<file path="config.mk">
export PLATFORM = sky130hd
export DESIGN_NAME = pipe_hazard_ctrl_flat
export DESIGN_NICKNAME = d
export VERILOG_FILES = /design/src/rtl/pipe_hazard_ctrl_if.sv /design/src/rtl/pipe_hazard_ctrl.sv /design/src/flat_wrapper.sv
export SDC_FILE = /design/constraint.sdc
export NUM_CORES = 1
export LEC_CHECK = 0
export CAP_MARGIN = 20
export CORE_ASPECT_RATIO = 0.8
export CORE_MARGIN = 2
export CORE_UTILIZATION = 42
export DETAILED_ROUTE_END_ITERATION = 10
export PLACE_DENSITY = 0.8
export SYNTH_ARGS = -nofsm -noshare
export SYNTH_HDL_FRONTEND = slang
export SYNTH_SLANG_ARGS = --single-unit
</file>
<file path="constraint.sdc">
create_clock -name clk -period 2.15 [get_ports clk]
set_input_delay 0.43 -clock clk [delete_from_list [all_inputs] [get_ports clk]]
set_output_delay 0.43 -clock clk [all_outputs]
set_load 0.05 [all_outputs]
</file>
<file path="src/rtl/pipe_hazard_ctrl_if.sv">
// ============================================================================
// Module  : pipe_hazard_ctrl_if
// Brief   : Pipeline-stage status and hazard-control bundle for pipe_hazard_ctrl.
// Revision: 1.0
// ============================================================================
`default_nettype none

interface pipe_hazard_ctrl_if;
  logic       dof_valid;
  logic       dof_ma;
  logic       dof_mb;
  logic [2:0] dof_aa;
  logic [2:0] dof_ba;
  logic       ex_valid;
  logic       ex_rw;
  logic       ex_z;
  logic [2:0] ex_da;
  logic [1:0] ex_bs;
  logic       wb_valid;
  logic       wb_rw;
  logic [2:0] wb_da;
  logic       dbg_halt;
  logic       dbg_step;
  logic       cnt_clr;
  logic       pc_hold;
  logic       dof_hold;
  logic       ex_bubble;
  logic       pc_load;
  logic       flush;
  logic       halted;
  logic [1:0] state;
  logic [7:0] stall_cnt;
  logic [7:0] flush_cnt;

  modport master (
    output dof_valid, dof_ma, dof_mb, dof_aa, dof_ba,
    output ex_valid, ex_rw, ex_z, ex_da, ex_bs,
    output wb_valid, wb_rw, wb_da,
    output dbg_halt, dbg_step, cnt_clr,
    input  pc_hold, dof_hold, ex_bubble, pc_load, flush, halted,
    input  state, stall_cnt, flush_cnt
  );

  modport slave (
    input  dof_valid, dof_ma, dof_mb, dof_aa, dof_ba,
    input  ex_valid, ex_rw, ex_z, ex_da, ex_bs,
    input  wb_valid, wb_rw, wb_da,
    input  dbg_halt, dbg_step, cnt_clr,
    output pc_hold, dof_hold, ex_bubble, pc_load, flush, halted,
    output state, stall_cnt, flush_cnt
  );
endinterface

`default_nettype wire

</file>
<file path="src/rtl/pipe_hazard_ctrl.sv">
// ============================================================================
// Module  : pipe_hazard_ctrl
// Brief   : RAW-hazard stall, branch flush and debug halt/step control.
// Revision: 1.0
// ============================================================================
`default_nettype none

module pipe_hazard_ctrl (
  input  wire logic          clk,
  input  wire logic          reset,
  pipe_hazard_ctrl_if.slave  bus
);

  localparam logic [1:0] S_RUN    = 2'd0;
  localparam logic [1:0] S_DRAIN  = 2'd1;
  localparam logic [1:0] S_HALTED = 2'd2;
  localparam logic [1:0] S_STEP   = 2'd3;
  localparam logic [7:0] C_CNT_MAX = 8'hFF;

  logic [1:0] r_state;
  logic [1:0] w_state_nxt;
  logic [7:0] r_stall_cnt;
  logic [7:0] r_flush_cnt;
  logic       w_a_hit;
  logic       w_b_hit;
  logic       w_hazard;
  logic       w_taken;
  logic       w_stall;
  logic       w_issue;
  logic       w_pc_hold;
  logic       w_dof_hold;
  logic       w_ex_bubble;
  logic       w_pc_load;
  logic       w_flush;
  logic       w_halted;
  logic       w_count_stall;

  // R0 is a real register here, so address 0 matches like any other.
  assign w_a_hit  = (bus.ex_valid & bus.ex_rw & (bus.ex_da == bus.dof_aa)) |
                    (bus.wb_valid & bus.wb_rw & (bus.wb_da == bus.dof_aa));
  assign w_b_hit  = (bus.ex_valid & bus.ex_rw & (bus.ex_da == bus.dof_ba)) |
                    (bus.wb_valid & bus.wb_rw & (bus.wb_da == bus.dof_ba));
  assign w_hazard = bus.dof_valid & ((~bus.dof_ma & w_a_hit) | (~bus.dof_mb & w_b_hit));
  assign w_taken  = bus.ex_valid & ((bus.ex_bs == 2'b11) |
                                    ((bus.ex_bs == 2'b01) &  bus.ex_z) |
                                    ((bus.ex_bs == 2'b10) & ~bus.ex_z));
  assign w_stall  = w_hazard & ~w_taken;
  assign w_issue  = bus.dof_valid & ~w_hazard;

  always_ff @(posedge clk) begin
    if (!reset) begin
      r_state <= S_RUN;
    end else begin
      r_state <= w_state_nxt;
    end
  end

  always_comb begin
    w_state_nxt = r_state;
    case (r_state)
      S_RUN: begin
        if (bus.dbg_halt) w_state_nxt = S_DRAIN;
      end
      S_DRAIN: begin
        if (!bus.dbg_halt)                         w_state_nxt = S_RUN;
        else if (!bus.ex_valid && !bus.wb_valid)   w_state_nxt = S_HALTED;
      end
      S_HALTED: begin
        if (!bus.dbg_halt)     w_state_nxt = S_RUN;
        else if (bus.dbg_step) w_state_nxt = S_STEP;
      end
      S_STEP: begin
        if (w_issue) w_state_nxt = S_DRAIN;
      end
      default: w_state_nxt = S_RUN;
    endcase
  end

  always_comb begin
    w_pc_hold     = 1'b0;
    w_dof_hold    = 1'b0;
    w_ex_bubble   = 1'b0;
    w_pc_load     = 1'b0;
    w_flush       = 1'b0;
    w_halted      = 1'b0;
    w_count_stall = 1'b0;
    if (!reset) begin
      w_ex_bubble = 1'b1;
      w_flush     = 1'b1;
    end else begin
      // A taken branch wins over a stall; the PC gives pc_load priority over pc_hold.
      w_pc_load = w_taken;
      w_flush   = w_taken;
      case (r_state)
        S_RUN, S_STEP: begin
          w_pc_hold     = w_stall;
          w_dof_hold    = w_stall;
          w_ex_bubble   = w_stall;
          w_count_stall = w_stall;
        end
        S_DRAIN: begin
          w_pc_hold   = 1'b1;
          w_dof_hold  = 1'b1;
          w_ex_bubble = 1'b1;
        end
        S_HALTED: begin
          w_pc_hold   = 1'b1;
          w_dof_hold  = 1'b1;
          w_ex_bubble = 1'b1;
          w_halted    = 1'b1;
        end
        default: ;
      endcase
    end
  end

  always_ff @(posedge clk) begin
    if (!reset || bus.cnt_clr) begin
      r_stall_cnt <= 8'd0;
      r_flush_cnt <= 8'd0;
    end else begin
      if (w_count_stall && (r_stall_cnt != C_CNT_MAX)) r_stall_cnt <= r_stall_cnt + 8'd1;
      if (w_taken && (r_flush_cnt != C_CNT_MAX))       r_flush_cnt <= r_flush_cnt + 8'd1;
    end
  end

  assign bus.pc_hold   = w_pc_hold;
  assign bus.dof_hold  = w_dof_hold;
  assign bus.ex_bubble = w_ex_bubble;
  assign bus.pc_load   = w_pc_load;
  assign bus.flush     = w_flush;
  assign bus.halted    = w_halted;
  assign bus.state     = r_state;
  assign bus.stall_cnt = r_stall_cnt;
  assign bus.flush_cnt = r_flush_cnt;

endmodule

`default_nettype wire
</file>
<file path="src/flat_wrapper.sv">
// flat-port wrapper written by rule: the top's interface ports become plain ports
module pipe_hazard_ctrl_flat 
  (clk, reset, bus_dof_valid, bus_dof_ma, bus_dof_mb, bus_dof_aa, bus_dof_ba, bus_ex_valid, bus_ex_rw, bus_ex_z, bus_ex_da, bus_ex_bs, bus_wb_valid, bus_wb_rw, bus_wb_da, bus_dbg_halt, bus_dbg_step, bus_cnt_clr, bus_pc_hold, bus_dof_hold, bus_ex_bubble, bus_pc_load, bus_flush, bus_halted, bus_state, bus_stall_cnt, bus_flush_cnt);
  pipe_hazard_ctrl_if bus_i ();
  input  wire logic clk;
  input  wire logic reset;
  input wire logic [$bits(bus_i.dof_valid)-1:0] bus_dof_valid;
  input wire logic [$bits(bus_i.dof_ma)-1:0] bus_dof_ma;
  input wire logic [$bits(bus_i.dof_mb)-1:0] bus_dof_mb;
  input wire logic [$bits(bus_i.dof_aa)-1:0] bus_dof_aa;
  input wire logic [$bits(bus_i.dof_ba)-1:0] bus_dof_ba;
  input wire logic [$bits(bus_i.ex_valid)-1:0] bus_ex_valid;
  input wire logic [$bits(bus_i.ex_rw)-1:0] bus_ex_rw;
  input wire logic [$bits(bus_i.ex_z)-1:0] bus_ex_z;
  input wire logic [$bits(bus_i.ex_da)-1:0] bus_ex_da;
  input wire logic [$bits(bus_i.ex_bs)-1:0] bus_ex_bs;
  input wire logic [$bits(bus_i.wb_valid)-1:0] bus_wb_valid;
  input wire logic [$bits(bus_i.wb_rw)-1:0] bus_wb_rw;
  input wire logic [$bits(bus_i.wb_da)-1:0] bus_wb_da;
  input wire logic [$bits(bus_i.dbg_halt)-1:0] bus_dbg_halt;
  input wire logic [$bits(bus_i.dbg_step)-1:0] bus_dbg_step;
  input wire logic [$bits(bus_i.cnt_clr)-1:0] bus_cnt_clr;
  output wire logic [$bits(bus_i.pc_hold)-1:0] bus_pc_hold;
  output wire logic [$bits(bus_i.dof_hold)-1:0] bus_dof_hold;
  output wire logic [$bits(bus_i.ex_bubble)-1:0] bus_ex_bubble;
  output wire logic [$bits(bus_i.pc_load)-1:0] bus_pc_load;
  output wire logic [$bits(bus_i.flush)-1:0] bus_flush;
  output wire logic [$bits(bus_i.halted)-1:0] bus_halted;
  output wire logic [$bits(bus_i.state)-1:0] bus_state;
  output wire logic [$bits(bus_i.stall_cnt)-1:0] bus_stall_cnt;
  output wire logic [$bits(bus_i.flush_cnt)-1:0] bus_flush_cnt;
  assign bus_i.dof_valid = bus_dof_valid;
  assign bus_i.dof_ma = bus_dof_ma;
  assign bus_i.dof_mb = bus_dof_mb;
  assign bus_i.dof_aa = bus_dof_aa;
  assign bus_i.dof_ba = bus_dof_ba;
  assign bus_i.ex_valid = bus_ex_valid;
  assign bus_i.ex_rw = bus_ex_rw;
  assign bus_i.ex_z = bus_ex_z;
  assign bus_i.ex_da = bus_ex_da;
  assign bus_i.ex_bs = bus_ex_bs;
  assign bus_i.wb_valid = bus_wb_valid;
  assign bus_i.wb_rw = bus_wb_rw;
  assign bus_i.wb_da = bus_wb_da;
  assign bus_i.dbg_halt = bus_dbg_halt;
  assign bus_i.dbg_step = bus_dbg_step;
  assign bus_i.cnt_clr = bus_cnt_clr;
  assign bus_pc_hold = bus_i.pc_hold;
  assign bus_dof_hold = bus_i.dof_hold;
  assign bus_ex_bubble = bus_i.ex_bubble;
  assign bus_pc_load = bus_i.pc_load;
  assign bus_flush = bus_i.flush;
  assign bus_halted = bus_i.halted;
  assign bus_state = bus_i.state;
  assign bus_stall_cnt = bus_i.stall_cnt;
  assign bus_flush_cnt = bus_i.flush_cnt;
  pipe_hazard_ctrl u_core (.clk(clk), .reset(reset), .bus(bus_i));
endmodule
</file>
; ---- Word-level counts from Yosys, hierarchy flattened
; Cells that the tools add are included.
[word_totals]
memories = 0
in_bits = 27
reg_bits = 18
romBits = 0
ram_bits = 0
elab_cells = 72
latch_bits = 0
[op_classes]
n_lt_le_gt_ge = 0
addsub = 2
n_eq_ne = 16
n_bitwise = 24
n_reduce_logical = 11
muxes = 16
n_mul = 0
shifts = 0
div_mod_pow = 0
[op_table]
columns = op, n
row1 = "8-bit by 1-bit adder with 8-bit output, second input constant", 2
row2 = "8-bit inequality test, second input constant", 2
row3 = 1-bit bitwise AND, 14
row4 = 3-bit equality test, 4
row5 = 2-bit 2-to-1 mux, 6
row6 = "2-bit equality test, second input constant", 4
row7 = 1-bit 2-to-1 mux, 8
row8 = 2-bit case mux with 4 select lines, 1
row9 = 1-bit inverter, 5
row10 = 1-bit OR, 5
row11 = "2-bit by 1-bit equality test with 1-bit output, second input constant", 2
row12 = 4-bit AND reduction, 1
row13 = 2-bit OR reduction, 2
row14 = 1-bit logical AND, 3
row15 = 1-bit zero test, 3
row16 = "3-bit by 2-bit inequality test with 1-bit output, second input constant", 1
row17 = "3-bit inequality test, second input constant", 1
row18 = 2-bit zero test, 1
row19 = "2-bit by 1-bit inequality test with 1-bit output, second input constant", 1
row20 = "2-bit inequality test, second input constant", 1
row21 = 1-bit case mux with 2 select lines, 1
row22 = 1-bit logical OR, 1

; ---- Logic depth before layout (Yosys ltp)
[logic_depth]
depth_word = 10
ltp_mapped = 8

; ---- Least setup slack after synthesis
; OpenSTA, ideal clock, no wires.
[synth_timing]
path_type = input-to-output
start = input bus_wb_da[2]
end = output bus_pc_hold
arrival_ps = 1895
path_buffers = 1
path_slack_ps = -175
required_time_ps = 1720
stages = 6
cell_sequence = xor2_1 nor4_1 o2111ai_1 nand2_1 o21a_1 buf_4
[synth_via]
elab_chain_cells = 9
word_cells_on_any_way = 13
classes_between = eq/ne (2) / mux (2) / bitwise (9)
[synth_rtl]
columns = element, line_no
row1 = "start, declared", flat_wrapper.sv:19  ; input wire logic [$bits(bus_i.wb_da)-1:0] bus_wb_da;
row2 = "3-bit equality test, on equally long branches", "pipe_hazard_ctrl.sv:40, pipe_hazard_ctrl.sv:42"
row3 = "1-bit bitwise AND, on equally long branches", "pipe_hazard_ctrl.sv:40, pipe_hazard_ctrl.sv:42"
row4 = "1-bit OR, on equally long branches", "pipe_hazard_ctrl.sv:39, pipe_hazard_ctrl.sv:41"
row5 = 1-bit bitwise AND, pipe_hazard_ctrl.sv:43  ; assign w_hazard = bus.dof_valid & ((~bus.dof_ma & w_a_hit) | (~bus.dof_mb & w_b_hit));
row6 = 1-bit OR (*), pipe_hazard_ctrl.sv:43
row7 = 1-bit bitwise AND (*), pipe_hazard_ctrl.sv:43
row8 = 1-bit bitwise AND (*), pipe_hazard_ctrl.sv:47  ; assign w_stall = w_hazard & ~w_taken;
row9 = 1-bit case mux with 2 select lines (*), -
row10 = 1-bit 2-to-1 mux (*), -
row11 = "end, declared", flat_wrapper.sv:23  ; output wire logic [$bits(bus_i.pc_hold)-1:0] bus_pc_hold;
; Every way passes the cells marked *; elsewhere a longest branch is shown, timed or not.

; ---- Final worst setup path
[layout_timing]
start = input bus_dof_aa[2]
end = output bus_pc_hold
[layout_via]
elab_chain_cells = 9
word_cells_on_any_way = 11
classes_between = eq/ne (2) / mux (2) / bitwise (7)
[layout_rtl]
columns = element, line_no
row1 = "start, declared", flat_wrapper.sv:10  ; input wire logic [$bits(bus_i.dof_aa)-1:0] bus_dof_aa;
row2 = "3-bit equality test, on equally long branches", "pipe_hazard_ctrl.sv:39, pipe_hazard_ctrl.sv:40"
row3 = "1-bit bitwise AND, on equally long branches", "pipe_hazard_ctrl.sv:39, pipe_hazard_ctrl.sv:40"
row4 = 1-bit OR (*), pipe_hazard_ctrl.sv:39  ; assign w_a_hit = (bus.ex_valid & bus.ex_rw & (bus.ex_da == bus.dof_aa)) |
row5 = 1-bit bitwise AND (*), pipe_hazard_ctrl.sv:43
row6 = 1-bit OR (*), pipe_hazard_ctrl.sv:43
row7 = 1-bit bitwise AND (*), pipe_hazard_ctrl.sv:43
row8 = 1-bit bitwise AND (*), pipe_hazard_ctrl.sv:47
row9 = 1-bit case mux with 2 select lines (*), pipe_hazard_ctrl.sv:94  ; case (r_state)
row10 = 1-bit 2-to-1 mux (*), pipe_hazard_ctrl.sv:87  ; if (!reset) begin
; Marks and branches as above.

==> results.json <==
{
  "hold_slack_ns": 0.558,
  "cts_buffer_depth": 2,
  "async_flop_share_pct": 0,
  "die_area_um2": 3210,
  "wl_per_cell_um": 19.8,
  "synth_top_flop_cell": "dfxtp_1",
  "grt_pass1_wl_um": 7210,
  "hp-class": "reg2reg",
  "drcViolationCount": 0,
  "final_antenna_net_count": 0,
  "n_fill_cell": 187,
  "rsz0062_at_grt": "true",
  "first_pass_iters": 4,
  "min_period_ns": 2.15,
  "htreeDepth": 1,
  "layout.nets": 239,
  "synth-edff-count": 0,
  "synth.avg_cell_area_um2": 8.14,
  "coreArea_um2": 2700,
  "status": "finished, final reports clean",
  "crit_arrival_ns": 1.72,
  "numPortBuffers": 50,
  "final_hold_viol_count": 0,
  "crit_fanout": 3,
  "area_growth_pct": 80.2,
  "vias": 1389,
  "ioPinCount": 51,
  "rows": 17,
  "clk-insertion-delay-late_ns": 0.31,
  "pre_cts_ws_ns": -0.437,
  "ys_warn_count": 0,
  "synthesis.nets": 176,
  "crit_type": "in2out",
  "grt_remaining_overflow": 0,
  "place_hpwl_um": 2620,
  "path_clk_slew_ns": 0.10,
  "cp_data_required_time_ns": 1.72,
  "fmax_ghz": 0.466,
  "maxCapViolations": 0,
  "cts_tree": "done",
  "multi_input_area_um2": 1020,
  "antenna_cells": 0,
  "setup_viol": 0,
  "start_util_pct": 43.1,
  "fin_setup_tns_ns": 0,
  "slew_violations": 0,
  "grt_max_degree": 12,
  "skew_ns": 0.0135,
  "die_h_um": 51.1,
  "postSynthCellCount": 143,
  "cts_inserted_buffers": 3,
  "fin_ws_ns": 0.00185,
  "synth_area_um2": 1160,
  "viasPerCell": 5.72,
  "p_per_area_nw_per_um2": 459,
  "antenna_found_initial": 0,
  "drive_above_1_share_pct": 34.1,
  "grt_pass1_vias": 1441,
  "worst_pin_slew_ns": 0.711,
  "drtIter0Drc": 155,
  "cts-root-buf": "clkbuf_4",
  "grt_usage_pct": 29.8,
  "die_w_um": 62.9,
  "synth_seq_cells": 18,
  "final-seq-area_um2": 368,
  "synth_cell_type_count": 35,
  "cts.sinks": 18,
  "fin_crit_sh_pct": 99.9,
  "setup.worst_path.end_class": "primary output",
  "wirelength_um": 4810,
  "dp_cells": 233,
  "ir_drop_v": 0.000453,
  "fin_cells": 243,
  "seq_area_frac_synth_pct": 31.0,
  "crit_path_start_kind": "primary input",
  "slew-limit-headroom_pct": 52.4,
  "p_leak_nw": 0.828,
  "gp_routability_congestion": 0.812
}
==> Yosys cell counts (2+ instances only) <==
library cell / count / area (µm²)
xnor2_1: 2 / 17.5
mux2i_1: 4 / 40.0
nand3_1: 3 / 15.0
and3_1: 6 / 37.5
dfxtp_1: 18 / 360
a21oi_1: 4 / 20.0
xor2_1: 18 / 158
o2111ai_1: 3 / 26.3
inv_1: 9 / 33.8
a211o_1: 2 / 17.5
a31oi_1: 2 / 12.5
nor4_1: 4 / 25.0
a41o_1: 2 / 20.0
nand4_1: 4 / 25.0
nand2_1: 17 / 63.8
nor2_1: 15 / 56.3
o21ai_0: 3 / 15.0
nand2b_1: 3 / 18.8
clkbuf_1: 3 / 11.3
ha_1: 6 / 75.1
==> routing by layer <==
layer / wire (µm) / global-route usage (%) / part of all wire (%) / vias up
li1: - / - / - / 610
met1: 1840 / 31.4 / 38 / 654
met2: 2320 / 55.6 / 48 / 100
met3: 416 / 7.93 / 8.7 / 25
met4: 223 / 15.6 / 4.6 / 0
met5: 0 / 0 / 0 / -
==> power breakdown <==
group / total [mW] / internal [mW] / switching [mW]
clock network: 0.217 / 0.103 / 0.113
logic: 0.399 / 0.176 / 0.223
registers: 0.347 / 0.340 / 0.00652
total: 0.963 / 0.620 / 0.342
==> critical path, stage by stage <==
cell,delay (ns)
buf_6,0.12
xor2_4,0.18
nor4_4,0.36
o2111ai_4,0.18
nand2_2,0.14
o21a_4,0.17
buf_12,0.14
==> placed cells by master, fill, tap and decap left out, types with 3 or more instances in the layout <==
| cell | Yosys | final |
|---|---|---|
| xor2_2 | 0 | 9 |
| xor2_4 | 0 | 3 |
| clkdlybuf4s50_1 | 0 | 25 |
| nand4_1 | 4 | 4 |
| clkbuf_4 | 0 | 3 |
| buf_4 | 1 | 18 |
| nand3_1 | 3 | 3 |
| nor2_1 | 15 | 15 |
| buf_12 | 0 | 4 |
| dfxtp_1 | 18 | 16 |
| o21ai_0 | 3 | 3 |
| inv_1 | 9 | 7 |
| buf_6 | 0 | 3 |
| nor4_4 | 0 | 4 |
| and3_1 | 6 | 6 |
| dlygate4sd2_1 | 0 | 5 |
| nand2_1 | 17 | 13 |
| ha_1 | 6 | 5 |
| mux2i_1 | 4 | 4 |
| xor2_1 | 18 | 6 |
| buf_2 | 1 | 6 |
| a21oi_1 | 4 | 4 |
==> final cells by class <==
cell class / instances / share of cell area, %
clock buffer: 4 / 1.73
inverter: 9 / 1.61
multi-input combinational: 111 / 48.6
sequential: 18 / 17.5
tap: 38 / 2.27
timing repair buffer: 63 / 28.3
==> stage by stage <==
| step | power (mW) | util, % | cell area [µm²] |
|---|---|---|---|
| after floorplan | 0.504 | - | 1170 |
| after global placement | 0.636 | 65.9 | 1780 |
| after detailed placement | 0.646 | 65.9 | 1780 |
| after CTS | 0.908 | 74.4 | 2010 |
| after global routing | 0.996 | 77.6 | 2100 |
| final | 0.963 | 77.6 | 2100 |
==> flip-flops by register name, indices dropped and copies added (netlist names) <==
signal,count
u_core.bus.flush_cnt,8
u_core.bus.state,2
u_core.bus.stall_cnt,8
==> kinds of logic (layout without fill, tap and decap cells) <==
family	after synthesis	after routing	synth area share, %
adders and majority gates	6	6	6.45
AOI/OAI and AO/OA	22	22	13.9
muxes	5	5	4.41
xor gates and xnor gates	20	20	15.1
buffers and inverters	14	76	4.95
DFF	18	18	31.0
and+or+nand+nor	58	58	24.3
==> timing repair <==
item,CTS,global route
endpoints found under the setup margin,5,4
buffers inserted,4,2
pin swaps,18,11
gates resized for setup,90,28
hold buffers,0,0
==> worst paths after layout <==
| check | startpoint | to | slack, ns | cells past startpoint |
|---|---|---|---|---|
| max | bus_dof_aa[2] | bus_pc_hold | 0.002 | 7 |
| min | u_core.bus.stall_cnt[1] | u_core.bus.stall_cnt[1] | 0.56 | 2 |
| max reg2reg | u_core.bus.state[1] | u_core.bus.stall_cnt[4] | 0.09 | 7 |
| min reg2reg | u_core.bus.stall_cnt[1] | u_core.bus.stall_cnt[1] | 0.56 | 2 |
Power figures use the tool's default switching activity.
